## src/rtl/rs_syndrome_serial.sv

```systemverilog
// Streaming RS(N,K) syndrome calculator over GF(2^M): Horner evaluation of
// the received polynomial at alpha^(FCR+j), j = 0..TWO_T-1, one symbol per cycle.
module rs_syndrome_serial #(
  parameter int unsigned M         = 3,
  parameter int unsigned N         = 7,
  parameter int unsigned K         = 5,
  parameter int unsigned FCR       = 1,
  parameter logic [M:0]  PRIM_POLY = 4'b1011
) (
  input  logic                   clk,
  input  logic                   rst_n,
  input  logic                   clr,
  input  logic                   in_valid,
  output logic                   in_ready,
  input  logic [M-1:0]           in_sym,
  input  logic                   in_last,
  output logic                   out_valid,
  input  logic                   out_ready,
  output logic [(N-K)*M-1:0]     out_syn,
  output logic                   out_zero,
  output logic                   out_frame_err
);

  localparam int unsigned TWO_T = N - K;
  localparam int unsigned SW    = TWO_T * M;
  localparam int unsigned CW    = (N > 1) ? $clog2(N) : 1;

  // Shift-and-add GF(2^M) multiply; with one operand constant this folds
  // down to a small XOR network.
  function automatic logic [M-1:0] gf_mul(input logic [M-1:0] a, input logic [M-1:0] b);
    logic [M-1:0] p;
    logic [M-1:0] x;
    p = '0;
    x = a;
    for (int unsigned i = 0; i < M; i++) begin
      if (b[i]) p = p ^ x;
      x = x[M-1] ? ((x << 1) ^ PRIM_POLY[M-1:0]) : (x << 1);
    end
    return p;
  endfunction

  function automatic logic [SW-1:0] calc_betas();
    logic [SW-1:0]  b;
    logic [M-1:0]   p;
    b = '0;
    p = M'(1);
    for (int unsigned e = 0; e < FCR; e++) p = gf_mul(p, M'(2));
    for (int unsigned j = 0; j < TWO_T; j++) begin
      b[j*M +: M] = p;
      p = gf_mul(p, M'(2));
    end
    return b;
  endfunction

  localparam logic [SW-1:0] BETAS = calc_betas();

  logic [CW-1:0] cnt;
  logic [SW-1:0] acc;
  logic [SW-1:0] acc_next;
  logic          take;
  logic          idle;
  logic          last_pos;
  logic          frame_end;
  logic          frame_err;

  assign in_ready  = !out_valid || out_ready;
  assign take      = in_valid && in_ready;
  assign idle      = (cnt == '0);
  assign last_pos  = (cnt == CW'(N - 1));
  assign frame_end = take && !clr && (last_pos || in_last);
  assign frame_err = (in_last != last_pos);

  // First symbol of a frame overwrites the accumulators outright.
  always_comb begin
    acc_next = '0;
    for (int unsigned j = 0; j < TWO_T; j++) begin
      acc_next[j*M +: M] = (idle ? '0 : gf_mul(acc[j*M +: M], BETAS[j*M +: M])) ^ in_sym;
    end
  end

  always_ff @(posedge clk or negedge rst_n) begin
    if (!rst_n) begin
      cnt <= '0;
      acc <= '0;
    end else if (clr) begin
      cnt <= '0;
      acc <= '0;
    end else if (take) begin
      if (frame_end) begin
        cnt <= '0;
        acc <= '0;
      end else begin
        cnt <= cnt + CW'(1);
        acc <= acc_next;
      end
    end
  end

  // A completing frame reloads the result even while the previous one is
  // being accepted, which keeps back-to-back frames at full rate.
  always_ff @(posedge clk or negedge rst_n) begin
    if (!rst_n) begin
      out_valid     <= 1'b0;
      out_syn       <= '0;
      out_zero      <= 1'b0;
      out_frame_err <= 1'b0;
    end else if (frame_end) begin
      out_valid     <= 1'b1;
      out_syn       <= acc_next;
      out_zero      <= (acc_next == '0) && !frame_err;
      out_frame_err <= frame_err;
    end else if (out_ready) begin
      out_valid     <= 1'b0;
    end
  end

endmodule

```

## config.mk

```make
export PLATFORM = sky130hd
export DESIGN_NAME = rs_syndrome_serial
export DESIGN_NICKNAME = d
export VERILOG_FILES = /design/src/rtl/rs_syndrome_serial.sv
export SDC_FILE = /design/constraint.sdc
export NUM_CORES = 1
export LEC_CHECK = 0
export CORE_MARGIN = 2
export CORE_UTILIZATION = 26
export CTS_CLUSTER_SIZE = 30
export DETAILED_ROUTE_END_ITERATION = 7
export PLACE_DENSITY_LB_ADDON = 0.25
export SLEW_MARGIN = 40
export SYNTH_ARGS = -nofsm -noshare
export SYNTH_HDL_FRONTEND = slang
export SYNTH_SLANG_ARGS = --single-unit
```

## constraint.sdc

```tcl
create_clock -name clk -period 3.6 [get_ports clk]
set_input_delay 0.72 -clock clk [delete_from_list [all_inputs] [get_ports clk]]
set_output_delay 0.72 -clock clk [all_outputs]
set_load 0.01 [all_outputs]
```

==> impl_metrics.json <==
{
  "die-width_um": 67.2,
  "netlist.area_leader.share_pct": 43.4,
  "yosysTopAreaCell": "dfrtp_1",
  "cts_sinks": 18,
  "cts_tree": "yes",
  "grt_pass1_vias": 827,
  "maxSlewViolCount": 0,
  "place.detailed.hpwl_um": 1660,
  "final_common_cell": "dfrtp_1",
  "drv_cap": 0,
  "final_nets": 144,
  "first_pass_iters": 5,
  "period_needed_ns": 2.57,
  "dieArea_um2": 4510,
  "ctsHoldBuffers": 0,
  "finClkSkew_ns": 0.00345,
  "r2r_cells": 7,
  "syn_area_um2": 1040,
  "cts_buffers": 3,
  "cp.arrival_ns": 1.85,
  "grt_max_degree": 19,
  "tns_ns": 0,
  "worstMarginPinSlew_ns": 0.695,
  "r2r_start": "cnt[0]$_DFFE_PN0P_",
  "fmax_ghz": 0.389,
  "path_max_fanout": 5,
  "row_count": 22,
  "clk_path_buf_depth": 2,
  "antenna_cells": 0,
  "holdWs_ns": 0.386,
  "hold_path_class": "input pin to async pin",
  "crit_type": "input pin to output pin",
  "io_pins": 19,
  "yosys.cell_types.count": 33,
  "yosys_warnings": 0,
  "die_h_um": 67.2,
  "synthToLayoutAreaGrowth_pct": 26.3,
  "ctsResizeCount": 0,
  "antenna_found_initial": 0,
  "cp.required_ns": 2.88,
  "startpoint": "out_ready",
  "grt_pass1_wl_um": 3690,
  "synth_seq_area_share_pct": 43.4,
  "grt_setup_unrepaired": "false",
  "port_buffers": 18,
  "drt-vias-per-instance": 4.67,
  "path_clk_slew_ns": 0.07,
  "wirelength_um": 2150,
  "relSlewSlack_pct": 53.6,
  "post_cts_buffers": 0,
  "synth_nets": 125,
  "status": "finished, final reports clean",
  "final-setup-viol-count": 0,
  "ir_worst_vdd_uv": 155,
  "drc": 0,
  "syn_inst": 112,
  "insertion_delay_ns": 0.26,
  "overflow": 0,
  "initial_core_util_pct": 27.7,
  "htreeDepth": 1,
  "final_cell_mix": "dfrtp_1, clkdlybuf4s50_1, nand2_1, nor2_1, o21ai_0",
  "place_congestion": 0.720,
  "vias": 832,
  "grtUsageTotal_pct": 11.0,
  "cp-start-kind": "input pin",
  "p_per_area_nw_per_um2": 397,
  "power_leakage_nw": 0.525,
  "synth-seq-cells": 18,
  "ys_top_cells_by_area": "dfrtp_1, nand2_1, ha_1, o21ai_0, a21oi_1",
  "core_area_um2": 3740,
  "post_drt_wl_per_cell_um": 12.1,
  "hold_violations": 0,
  "critPathCaptureType": "output pin",
  "cts_root_buffer": "clkbuf_8",
  "avgSynthCellArea_um2": 9.26,
  "fin_crit_sh_pct": 71.5,
  "first_iter_violations": 50,
  "antenna_left": 0,
  "layout-drive-gt1-share_pct": 8.46
}
## per-stage QoR
| step | setup WS [ns] | utilization [%] | area [um2] | instances | power (mW) |
|---|---|---|---|---|---|
| after global routing | 1.00 | 35.0 | 1310 | 178 | 0.551 |
| after detailed placement | 1.02 | 33.5 | 1250 | 174 | 0.358 |
| after global placement | 1.04 | 33.7 | 1260 | 174 | 0.357 |
| final | 1.03 | 35.0 | 1310 | 178 | 0.520 |
| after floorplan | 1.72 | - | 1040 | 112 | 0.298 |
| after CTS | 1.02 | 35.0 | 1310 | 178 | 0.529 |
## layout make-up
type	count	area (um2)
clock buffers	4	55.1
fillers	404	2430
multi-input cells	86	551
inverters	3	11.3
repair buffers	19	183
flip-flops and latches	18	450
well taps	48	60.1
## report_power, final
group / total (mW) / switching (mW) / internal, mW / leakage, nW
registers: 0.238 / 0.0152 / 0.223 / 0.228
clock network: 0.168 / 0.0705 / 0.0973 / 0.0288
logic: 0.114 / 0.0529 / 0.0611 / 0.268
total: 0.520 / 0.139 / 0.381 / 0.525
## cells by family (layout without fill, tap and decap cells)
| logic type | Yosys count | in the layout | synth area share, % |
|---|---|---|---|
| compound gates | 27 | 27 | 17.3 |
| xor+xnor | 9 | 9 | 7.60 |
| flops | 18 | 18 | 43.4 |
| buf+inv | 8 | 26 | 3.50 |
| simple gates | 44 | 44 | 21.4 |
| fa+ha+maj | 4 | 4 | 4.83 |
| mux | 2 | 2 | 2.05 |
## registers in the layout, summed over array words and instances, names as in the netlist
register       count
acc                6
cnt                3
out_frame_err      1
out_syn            6
out_valid          1
out_zero           1
## cell usage after synthesis, drive strengths merged
cell and count:
o21a 1, mux2 1, inv 3, a21oi 9
ha 4, xnor2 5, o32ai 1, xor2 4
nand4b 1, buf 3, nor3 2, o21ai 11
nor3b 1, a2111oi 1, nor4 1, nand2 16
nor2 12, nand3 1, nor2b 3, or3 1
o31a 1, nand2b 3, a22o 3, dfrtp 18
nand3b 1, mux2i 1, or2 1, and2 1
clkbuf 2
## per-layer routing
| layer | routed length, um | up-vias | track usage [%] |
|---|---|---|---|
| met1 | 966 | 393 | 12.9 |
| met5 | 0 | - | 0 |
| met4 | 21 | 0 | 3.06 |
| li1 | - | 415 | - |
| met2 | 1050 | 20 | 19.2 |
| met3 | 116 | 4 | 3.50 |
## critical path, cell delays in order
cell,delay (ns)
clkdlybuf4s50_1,0.46
nand2b_4,0.14
clkdlybuf4s50_1,0.53
## worst paths after layout
check / to / slack [ns]
worst max-delay path: in_ready / 1.03
worst max register to register: out_zero$_DFFE_PN0P_ / 1.70
max in group asynchronous: acc[2]$_DFFE_PN0P_ / 2.92
worst min register to register: out_frame_err$_DFFE_PN0P_ / 0.51
min in group clk: out_frame_err$_DFFE_PN0P_ / 0.51
worst min-delay path: out_valid$_DFFE_PN0P_ / 0.39
(Power assumes the default switching activity.)
